$ cat config.mk
export PLATFORM = sky130hd
export DESIGN_NAME = sync_fifo_sp_ctrl
export DESIGN_NICKNAME = d
export VERILOG_FILES = /design/src/rtl/sync_fifo_sp_ctrl.sv
export SDC_FILE = /design/constraint.sdc
export NUM_CORES = 1
export LEC_CHECK = 0
export BUFFER_PORTS_ARGS = -buffer_cell sky130_fd_sc_hd__buf_2
export CORE_MARGIN = 10
export CORE_UTILIZATION = 55
export CTS_BUF_LIST = sky130_fd_sc_hd__clkbuf_2 sky130_fd_sc_hd__clkbuf_4 sky130_fd_sc_hd__clkbuf_8
export DETAILED_ROUTE_END_ITERATION = 7
export GPL_ROUTABILITY_DRIVEN = 0
export GPL_TIMING_DRIVEN = 0
export HOLD_SLACK_MARGIN = 0.12
export PLACE_DENSITY = 0.94
export SYNTH_ARGS = -nofsm -noshare
export SYNTH_HDL_FRONTEND = slang
export SYNTH_SLANG_ARGS = --single-unit
$ cat constraint.sdc
create_clock -name clk -period 3.12 [get_ports clk]
set_clock_uncertainty 0.1 [all_clocks]
set_input_delay 0.312 -clock clk [delete_from_list [all_inputs] [get_ports clk]]
set_output_delay 0.312 -clock clk [all_outputs]
set_load 0.05 [all_outputs]
$ cat src/rtl/sync_fifo_sp_ctrl.sv
// FIFO controller over a single-port RAM with a 2-entry show-ahead output buffer; 3-cycle write-to-out latency.
// Backpressure: in_ready drops when the RAM is full or a RAM read wins arbitration; out_ready only drains the buffer.
module sync_fifo_sp_ctrl #(
   parameter int WIDTH = 8,
   parameter int DEPTH = 8,
   localparam int AW = $clog2(DEPTH),
   localparam int CW = $clog2(DEPTH + 2) + 1
) (
   input  logic             clk,
   input  logic             rst_n,
   input  logic             in_valid,
   output logic             in_ready,
   input  logic [WIDTH-1:0] in_data,
   output logic             out_valid,
   input  logic             out_ready,
   output logic [WIDTH-1:0] out_data,
   output logic             ram_cs,
   output logic             ram_wr,
   output logic [AW-1:0]    ram_addr,
   output logic [WIDTH-1:0] ram_wdata,
   input  logic [WIDTH-1:0] ram_rdata,
   output logic [CW-1:0]    fill_cnt
);

   localparam logic [AW:0] DEPTH_C = (AW + 1)'(DEPTH);

   logic [AW-1:0]    wr_ptr_q, wr_ptr_d, rd_ptr_q, rd_ptr_d, addr_q;
   logic [AW:0]      ram_cnt_q, ram_cnt_d;
   logic             rd_inflight_q, rd_inflight_d;
   logic             prio_rd_q, prio_rd_d;
   logic [1:0]       obuf_cnt_q, obuf_cnt_d;
   logic [WIDTH-1:0] obuf0_q, obuf0_d, obuf1_q, obuf1_d;
   logic [CW-1:0]    fill_q, fill_d;
   logic             not_full, want_wr, want_rd, rd_grant, wr_grant, pop, cap;

   // Requests look only at registered state, so in_ready never depends on out_ready.
   always_comb begin
      not_full = ram_cnt_q < DEPTH_C;
      want_wr  = rst_n && in_valid && not_full;
      want_rd  = (ram_cnt_q != '0) && ((obuf_cnt_q + {1'b0, rd_inflight_q}) < 2'd2);
      rd_grant = want_rd && (!want_wr || prio_rd_q);
      wr_grant = want_wr && !rd_grant;
      pop      = (obuf_cnt_q != 2'd0) && out_ready;
      cap      = rd_inflight_q;
   end

   assign in_ready  = rst_n && not_full && !rd_grant;
   assign ram_cs    = wr_grant || rd_grant;
   assign ram_wr    = wr_grant;
   assign ram_addr  = wr_grant ? wr_ptr_q : (rd_grant ? rd_ptr_q : addr_q);
   assign ram_wdata = in_data;
   assign out_valid = obuf_cnt_q != 2'd0;
   assign out_data  = obuf0_q;
   assign fill_cnt  = fill_q;

   always_comb begin
      wr_ptr_d      = wr_ptr_q;
      rd_ptr_d      = rd_ptr_q;
      ram_cnt_d     = ram_cnt_q;
      rd_inflight_d = rd_grant;
      prio_rd_d     = prio_rd_q;
      obuf_cnt_d    = obuf_cnt_q;
      obuf0_d       = obuf0_q;
      obuf1_d       = obuf1_q;
      fill_d        = fill_q;

      if (wr_grant) begin
         wr_ptr_d  = wr_ptr_q + AW'(1);
         ram_cnt_d = ram_cnt_q + (AW + 1)'(1);
      end else if (rd_grant) begin
         rd_ptr_d  = rd_ptr_q + AW'(1);
         ram_cnt_d = ram_cnt_q - (AW + 1)'(1);
      end

      if (want_wr && want_rd) prio_rd_d = !rd_grant;

      // Buffer is a 2-deep shift register; head always sits in obuf0.
      if (pop && cap) begin
         if (obuf_cnt_q == 2'd1) begin
            obuf0_d = ram_rdata;
         end else begin
            obuf0_d = obuf1_q;
            obuf1_d = ram_rdata;
         end
      end else if (pop) begin
         obuf0_d    = obuf1_q;
         obuf_cnt_d = obuf_cnt_q - 2'd1;
      end else if (cap) begin
         if (obuf_cnt_q == 2'd0) obuf0_d = ram_rdata;
         else                    obuf1_d = ram_rdata;
         obuf_cnt_d = obuf_cnt_q + 2'd1;
      end

      if (wr_grant && !pop)      fill_d = fill_q + CW'(1);
      else if (pop && !wr_grant) fill_d = fill_q - CW'(1);
   end

   always_ff @(posedge clk or negedge rst_n) begin
      if (!rst_n) begin
         wr_ptr_q      <= '0;
         rd_ptr_q      <= '0;
         addr_q        <= '0;
         ram_cnt_q     <= '0;
         rd_inflight_q <= 1'b0;
         prio_rd_q     <= 1'b0;
         obuf_cnt_q    <= 2'd0;
         obuf0_q       <= '0;
         obuf1_q       <= '0;
         fill_q        <= '0;
      end else begin
         wr_ptr_q      <= wr_ptr_d;
         rd_ptr_q      <= rd_ptr_d;
         addr_q        <= ram_addr;
         ram_cnt_q     <= ram_cnt_d;
         rd_inflight_q <= rd_inflight_d;
         prio_rd_q     <= prio_rd_d;
         obuf_cnt_q    <= obuf_cnt_d;
         obuf0_q       <= obuf0_d;
         obuf1_q       <= obuf1_d;
         fill_q        <= fill_d;
      end
   end

endmodule

# After elaboration in Yosys (flattened, before gate mapping)
# Index checks and enable logic that the tools add are counted.
word_totals:
  output_inout_bits: 28
  word_cells: 76
  regBits: 38
  inputBits: 20
classes:
  bitwise_logic: 2
  order_cmp: 2
  mux: 18
  add_sub_neg: 9
  n_eq_ne: 4
  reduce_logical: 31
op_table:
  columns: ["op", "n"]
  rows:
  - ["$mux 8", 10]
  - ["$logic_and 1x1->1", 12]
  - ["$mux 5", 2]
  - ["$reduce_bool 2->1", 5]
  - ["$mux 4", 2]
  - ["$add 3x1->3 const B", 2]
  - ["$mux 3", 2]
  - ["$reduce_and 2->1", 3]
  - ["$reduce_bool 3->1", 2]
  - ["$add 5x1->5 const B", 1]
  - ["$sub 5x1->5 const B", 1]
  - ["$add 4x1->4 const B", 1]
  - ["$logic_not 1->1", 4]
  - ["$lt 4x4->1 const B", 1]
  - ["$mux 2", 2]
  - ["$ne 2x2->1 const B", 2]
  - ["$reduce_and 4->1", 1]
  - ["$reduce_bool 4->1", 1]
  - ["$sub 4x1->4 const B", 1]
  - ["$add 2x1->2", 1]
  - ["$add 2x1->2 const B", 1]
  - ["$eq 2x1->1 const B", 1]
  - ["$logic_not 2->1", 1]
  - ["$logic_or 1x1->1", 2]
  - ["other kinds (4)", 5]

# Longest topological paths before layout
# Gate-level depths: netlist of run 1.
logic_depth:
  ltp_word: 11
  depth_mapped: 11
  ltp_nobuf: 11

# Worst setup path before layout of run 1
# Ideal clock, no wire load.
synth_path:
  path_kind: "reg-to-reg"
  start: "register ram_cnt_q[3]"
  end: "register fill_q[4], in the netlist fill_cnt[4]"
  path_slack_ps: 44
  path_stages_with_launch: 12
  n_path_buf: 0
  period_less_slack_ps: 3076
  setup_ps: 147
  t_required_ps: 2873
  arrival_time_ps: 2829
  cell_sequence: "dfrtp_1 -> or4_4 -> nand3_4 -> o21bai_1 -> inv_2 -> ha_1 -> inv_1 -> ha_1 -> nor2b_1 -> o21a_1 -> o2111ai_1 -> o311ai_0"
synth_via:
  elab_chain_len: 10
  word_cells_on_any_way: 14
  classes_between: "order compare (1); mux (1); reduce/logical (12)"
synth_lines:
  columns: ["item", "line_no", "text"]
  rows:
  - ["start, declared", "28", "logic [AW:0] ram_cnt_q, ram_cnt_d;"]
  - ["start signal, assigned", "114", "ram_cnt_q <= ram_cnt_d;"]
  - ["$lt 4x4->1", "38", "not_full = ram_cnt_q < DEPTH_C;"]
  - ["$logic_and 1x1->1", "39", "want_wr = rst_n && in_valid && not_full;"]
  - ["$logic_not 1->1", "41", "rd_grant = want_rd && (!want_wr || prio_rd_q);"]
  - ["$logic_or 1x1->1", "41", null]
  - ["$logic_and 1x1->1", "41", null]
  - ["$logic_not 1->1", "42", "wr_grant = want_wr && !rd_grant;"]
  - ["$logic_and 1x1->1 *", "42", null]
  - ["named net ram_wr", "18", "output logic ram_wr,"]
  - ["$logic_not 1->1", "95", "else if (pop && !wr_grant) fill_d = fill_q - CW'(1);"]
  - ["$logic_and 1x1->1", "95", null]
  - ["$reduce_bool 2->1 (no line)", null, null]
  - ["end signal, assigned", "120", "fill_q <= fill_d;"]
  - ["end, declared", "33", "logic [CW-1:0] fill_q, fill_d;"]
# Mark *: on every way through the listed nets, which the timed path passes. The rest lies on a longest branch.
# A chain may end at the register's enable or synchronous reset.

# Worst setup path in the final report of run 1
layout_path:
  start: "register ram_cnt_q[3]"
  end: "register fill_q[4], in the netlist fill_cnt[4]"
layout_via:
  elab_chain_len: 10
  word_cells_on_any_way: 14
  classes_between: "order compare (1); mux (1); reduce/logical (12)"
layout_lines:
  columns: ["item", "line_no"]
  rows:
  - ["$lt 4x4->1", "38"]
  - ["$logic_and 1x1->1", "39"]
  - ["$logic_not 1->1", "41"]
  - ["$logic_or 1x1->1", "41"]
  - ["$logic_and 1x1->1", "41"]
  - ["$logic_not 1->1", "42"]
  - ["$logic_and 1x1->1 *", "42"]
  - ["$logic_not 1->1", "95"]
  - ["$logic_and 1x1->1", "95"]
  - ["$reduce_bool 2->1 (no line)", null]
# Mark *: on every way between the ends. The rest lies on a longest branch, timed or not.

==> summary.md, run 1 <==
| Metric | Value |
|---|---|
| Number of synthesis warnings | 0 |
| Largest family of logic cells by synthesized area | multiplexers |
| DR vias | 1418 |
| Part of the Yosys area used for sequential elements | 0.471 |
| H-tree depth | 2 |
| Util after Layout | 0.715 |
| Yosys reg bits | 38 |
| Post-synthesis compound-gate area fraction | 0.103 |
| Fin nets | about 260 |
| Routed WL | 3960 um |
| Reg2reg start | ram_cnt_q[3] |
| Setup-failing EPs final | 0 |
| Area growth, synth to finish | 21.9% |
| Sum of buffers and inverters on the critical path | 2 |
| Status | finished clean |
| Arrival @ worst endpoint | roughly 3000 ps |
| Clk root buf | clkbuf_8 |
| Largest net degree at the start of global routing | 39 |
| Total iterations of the first detailed-routing run | 4 |
| Antenna Nets Post-Route | 0 |
| Syn avg cell area | 11.5 sq um |
| I/O pin cnt | 48 |
| F_max | roughly 340 MHz |
| Hold Slack | between 150 and 200 ps |
| Worst-skew pair later-pin latency | 290 ps |
| RSZ-0062 raised after global routing | false |
| Starting density of the core | 0.586 |
| Setup crit end kind | flip-flop |
| Post-synthesis xor/xnor area fraction | 0.0521 |
| Ant diodes | 0 |
| Tcrit/Tclk final | 0.935 |
| Critical path's largest stage delay | 550 ps |
| Critical path required time | approximately 3200 ps |
| Post-layout minimum cycle time | between 2000 and 3000 ps |
| Crit-path cells | or4_4 -> nand3_4 -> o21bai_2 -> inv_2 -> ha_2 -> inv_1 -> ha_1 -> nor2b_1 -> o21a_1 -> o2111ai_1 -> o311ai_1 |
| Simple-gate portion of the synthesized area | 0.104 |
| Die X | a little over 80 um |
| Yosys cell types | 39 |
| Mapped Nets | approximately 210 |
| Clock Pin Slew Worst Setup and Hold Paths | 80 ps |
| Core Area | 0.00344 sq mm |
| Final Hold Vio Count | 0 |
| Synthesized cell area | 0.00202 sq mm |
| Die Area | about 0.0065 sq mm |
| Gate Count Post-Synth | 175 |
| Fillers | around 250 |
| Initial antenna violation count | 0 |
| Via/cell ratio | 5.23 |
| Clk sink count | 38 |
| Grt ovf | 0 |
| First-pass GRT wire length | 6890 um |
| Worst-margin pin slew | 585 ps |
| Slew Limit Headroom | 0.610 |
| Multiplexer share of the synthesized area | 0.113 |
| CP Launch Type | flip-flop |
| Setup TNS | 0 ps |
| Critical Path Source | ram_cnt_q[3] |
| # port buffers | 39 |
| HPWL Detailed | around 3000 um |
| 1st-iter DRT viols | 59 |
| CTS Buffer Depth | 2 |
| Overall Global Routing Usage | 0.132 |
| # Max-Cap Violations | 0 |
| CP delay by family, top | simple AND/OR/NAND/NOR gates |
| FP Rows | 21 |
| Max Slew Vio Count | 0 |
| Critical setup path kind | flip-flop to flip-flop |
| WL per Instance | about 15 um |
| Crit-path max FO | 7 |
| Die Span Y | slightly above 80 um |
| Vias in the first global route | 1579 |
| Share of cells above drive strength 1 | 0.373 |
| Synthesized-area fraction occupied by adder cells | 0.0942 |
| CTS tree | yes |
| Critical path's slowest cell | or4_4 |
| Worst hold path class | input pin to flip-flop |
| Num CTS Buffers | 5 |
| DRC | 0 |
| Min-delay src | ram_rdata[7] |
[final cells by class]
class | count | area [sq um] | share of cell area
buffer | 11 | 78.8 | 0.0320
clock buffer | 6 | 82.6 | 0.0336
clock inverter | 2 | 60.1 | 0.0244
inverter | 12 | 47.5 | 0.0193
multi-input combinational | 114 | 947 | 0.385
sequential | 38 | 952 | 0.387
tap | 46 | 57.6 | 0.0234
timing repair buffer | 42 | 235 | 0.0956
[layer usage]
| metal | part of all wire | track usage |
|---|---|---|
| met5 | 0 | 0 |
| met4 | 0.012 | 0.0475 |
| met3 | 0.087 | 0.0546 |
| met2 | 0.49 | 0.223 |
| met1 | 0.41 | 0.146 |
[kinds of logic after synthesis]
family | after synthesis
flip-flops | 38
XOR/XNOR | 12
buffers and inverters | 23
AND/OR/NAND/NOR | 37
multiplexers | 21
AO/OA/AOI/OAI | 30
adder cells (fa/ha/maj) | 14
[what timing repair did]
item,CTS,global route
endpoints found under the hold margin,38,0
endpoints found under the setup margin,2,1
buffers inserted,1,0
hold buffers,2,0
resized for setup,2,3
[path summary, 6_finish.rpt]
path / endpoint / slack [ps] / cells after the start
worst max-delay path: fill_cnt[4] / 200 / 11
worst min-delay path: obuf1_q[7] / 160 / 2
worst max register to register: fill_cnt[4] / 200 / 11
worst min register to register: wr_ptr_q[2] / 360 / 1
max in group asynchronous: ram_cnt_q[3] / 2260 / 3
min in group asynchronous: fill_cnt[0] / 450 / 3
[stage by stage]
stage	cells	cell area, sq um	worst slack, ps
finish	271	2460	203
floorplan	175	2020	43.7
CTS	271	2460	83.4
global placement	260	2270	-438
detailed placement	260	2270	-505
global route	271	2460	2.62
[placed cells by master, fill, tap and decap left out, drive strengths merged]
cell and n:
o311ai 1, or3 3, a21oi 4, o221a 3, o21ai 14, a21bo 1, or2 1, inv 12
nand2b 5, nand2 14, xnor2 6, o32a 1, dfrtp 38, xor2 6, clkbuf 8, or4 1
nor2b 1, nand3b 2, fa 2, nor3b 3, nand3 2, nor2 4, ha 12, o21bai 1
dlygate4sd3 1, o2111ai 2, bufinv 2, o21a 1, buf 50, nor3 1, a21o 2, mux2 12
mux2i 9
[Yosys cell counts (all sizes together)]
cell type	count	area, sq um
o21ai	14	73.8
xnor2	6	52.6
nand2b	5	31.3
a21oi	4	23.8
o21a	1	7.51
mux2i	9	90.1
o2111ai	2	17.5
nor2	4	15.0
nor3b	3	22.5
o21bai	1	7.51
buf	9	71.3
o221a	3	33.8
clkbuf	2	7.51
a21bo	1	10.0
a21o	2	15.0
or4	1	11.3
nor2b	1	6.26
inv	12	47.6
ha	12	150
nand2	14	55.1
nand3	2	22.5
mux2	12	139
dfrtp	38	951
or3	3	18.8
nor3	1	5.00
fa	2	40.0
o311ai	1	8.76
nand3b	2	15.0
or2	1	6.26
o32a	1	10.0
xor2	6	52.6
[flip-flops by register name, indices dropped and copies added, names as in the netlist]
name / cells
obuf1_q: 8
out_data: 8
fill_cnt: 5
ram_cnt_q: 4
addr_q: 3
rd_ptr_q: 3
wr_ptr_q: 3
obuf_cnt_q: 2
cap: 1
prio_rd_q: 1
Power of run 1 is not shown: default switching activity piles up to over one toggle a cycle in this logic, so the estimate is an artifact.
==> run 2: changes to the inputs <==
- clock period: 3.12 -> 3.6 ns (I/O delays scaled with it)
==> run 2 against run 1 <==
Count of clock-buffer cells in the layout stayed put. Sequential share of layout area is 0.23 points higher. First-iteration DRC count is 34% lower. Critical path type unchanged.
==> summary.md, run 2 (synthesized netlist as in run 1, its figures left out) <==
| Metric | Value |
|---|---|
| Routed WL | 3960 um (about the same) |
| Antenna Nets Post-Route | 0 (unchanged) |
| Critical path's slowest cell | or4_4 |
| Most common cell on crit path | ha_1 |
| Post-layout minimum cycle time | 3210 ps (+291 ps) |
| Die Area | 0.00649 sq mm (unchanged) |
| RSZ-0062 raised after global routing | false |
| Critical path's largest stage delay | 560 ps (about the same) |
| Final Hold Vio Count | 0 (unchanged) |
| CP delay by family, top | simple AND/OR/NAND/NOR gates |
| Hold_buf cts | 2 (unchanged) |
| Num CTS Buffers | 5 (unchanged) |
| Largest net degree at the start of global routing | 39 (unchanged) |
| Clk sink count | 38 (unchanged) |
| F_max | 312 MHz (-9.1%) |
| Most frequent cells in the layout | 39 x buf_2, 38 x dfrtp_1, 13 x nand2_1, 13 x o21ai_0, 12 x ha_1 |
| Setup crit end kind | flip-flop |
| Tcrit/Tclk final | 0.891 (-0.0437) |
| CTS tree | yes |
| Top Layer Used | met4 |
| Clk root buf | clkbuf_8 |
| FP Rows | 21 (unchanged) |
| CTS Buffer Depth | 2 (unchanged) |
| # Max-Cap Violations | 0 (unchanged) |
| Slew Limit Headroom | 0.610 (about the same) |
| CP Launch Type | flip-flop |
| Dpl cell area | 0.00227 sq mm (unchanged) |
| Met2 WL | 1950 um (+0.21%) |
| Share of cells above drive strength 1 | 0.357 (-0.0162) |
| Worst-skew pair later-pin latency | 290 ps (about the same) |
| Vias in the first global route | 1577 (-0.13%) |
| Setup-failing EPs final | 0 (unchanged) |
| I/O pin cnt | 48 (unchanged) |
| Die Span Y | 80.6 um (unchanged) |
| Setup slack after layout | 392 ps (+189 ps) |
| HPWL Detailed | 2950 um (unchanged) |
| Core Area | 0.00344 sq mm (unchanged) |
| Fin nets | 257 (-0.39%) |
| Total iterations of the first detailed-routing run | 4 (unchanged) |
| R2R cell count | 11 (unchanged) |
| Critical setup path kind | flip-flop to flip-flop |
| Crit-path max FO | 8 (+1) |
| # port buffers | 39 (unchanged) |
| Arrival @ worst endpoint | 3260 ps (+280 ps) |
| Via/cell ratio | 5.26 (+0.58%) |
| Stages on worst setup path | 11 (unchanged) |
| Fin area | 0.00244 sq mm (-0.71%) |
| DR vias | 1421 (+0.21%) |
| Area growth, synth to finish | 21.1% |
| Setup bufs post-CTS | 0 (-1) |
| Critical path required time | 3650 ps (+470 ps) |
| Fillers | 250 (+1.2%) |
| Overall Global Routing Usage | 0.132 (-0.000460) |
| Placement Setup Slack | -73.1 ps (+432 ps) |
| First-pass GRT wire length | 6880 um (-0.10%) |
| Ant diodes | 0 (unchanged) |
| Multi-input gate area | 941 sq um (-0.66%) |
| DRC | 0 (unchanged) |
| Routed length on met1 | 1610 um (-0.55%) |
| Commonest non-fill, non-tap cell in the layout | buf_2 |
| 1st-iter DRT viols | 39 (-34%) |
| Wire length on met3 | 347 um (+0.29%) |
| Sum of buffers and inverters on the critical path | 2 (unchanged) |
| Die X | 80.6 um (unchanged) |
| Initial antenna violation count | 0 (unchanged) |
| Max Slew Vio Count | 0 (unchanged) |
| Worst-margin pin slew | 585 ps (-0.204 ps) |
| Starting density of the core | 0.586 (unchanged) |
| Worst hold path class | input pin to flip-flop |
| H-tree depth | 2 (unchanged) |
| Hold Path Cell Cnt | 2 (unchanged) |
| CTS resizes | 0 (-2) |
| WL per Instance | 14.6 um (+0.29%) |
| Crit-path cells | or4_4 -> nand3_4 -> o21bai_1 -> inv_2 -> ha_1 -> inv_1 -> ha_1 -> nor2b_1 -> o21a_1 -> o2111ai_1 -> o311ai_0 |
| Status | finished clean |
| FF+latch area | 951 sq um (-0.13%) |
| Clock Pin Slew Worst Setup and Hold Paths | 80 ps (about the same) |
| Grt ovf | 0 (unchanged) |
run 2: cell types whose count changed in the layout (fill, tap and decap cells not counted), sizes merged:
cell | previous run | this run
buf | 50 | 49
run 2: worst register-to-register path: stages (launching register included):
cell and delay, ps:
dfrtp_1 430, or4_4 560, nand3_4 140, o21bai_1 170, inv_2 200, ha_1 290
inv_1 130, ha_1 330, nor2b_1 160, o21a_1 190, o2111ai_1 210, o311ai_0 170
run 2: worst paths after layout:
kind,start,end,slack [ps]
min in group asynchronous,rst_n,fill_cnt[0],540
max in group asynchronous,rst_n,obuf1_q[4],2670
worst min-delay path,ram_rdata[7],obuf1_q[7],210
worst max-delay path,ram_cnt_q[3],fill_cnt[4],390
worst min register to register,wr_ptr_q[2],wr_ptr_q[2],360
worst max register to register,ram_cnt_q[3],fill_cnt[4],390
run 2: metal layers:
layer,up-vias,track usage
met5,-,0
met4,0,0.0475
met3,5,0.0546
met2,38,0.222
met1,684,0.145
li1,694,-
run 2: through the flow:
stage	utilization	hold WS, ps	setup TNS [ps]	cells
5_1_grt	0.710	204	0	270
2_1_floorplan	-	-35.6	0	175
6_report	0.710	212	0	270
4_1_cts	0.710	204	0	270
3_3_place_gp	0.660	351	-5.83	260
3_5_place_dp	0.660	354	-73.1	260
run 2: cell type report:
type,count,share of cell area
Inverter,12,0.0195
Clock buffer,6,0.0338
Sequential cell,38,0.389
Multi-Input combinational cell,114,0.385
Timing Repair Buffer,41,0.0922
Clock inverter,2,0.0246
Tap cell,46,0.0236
Buffer,11,0.0323
Power of run 2 is left out for the same reason.
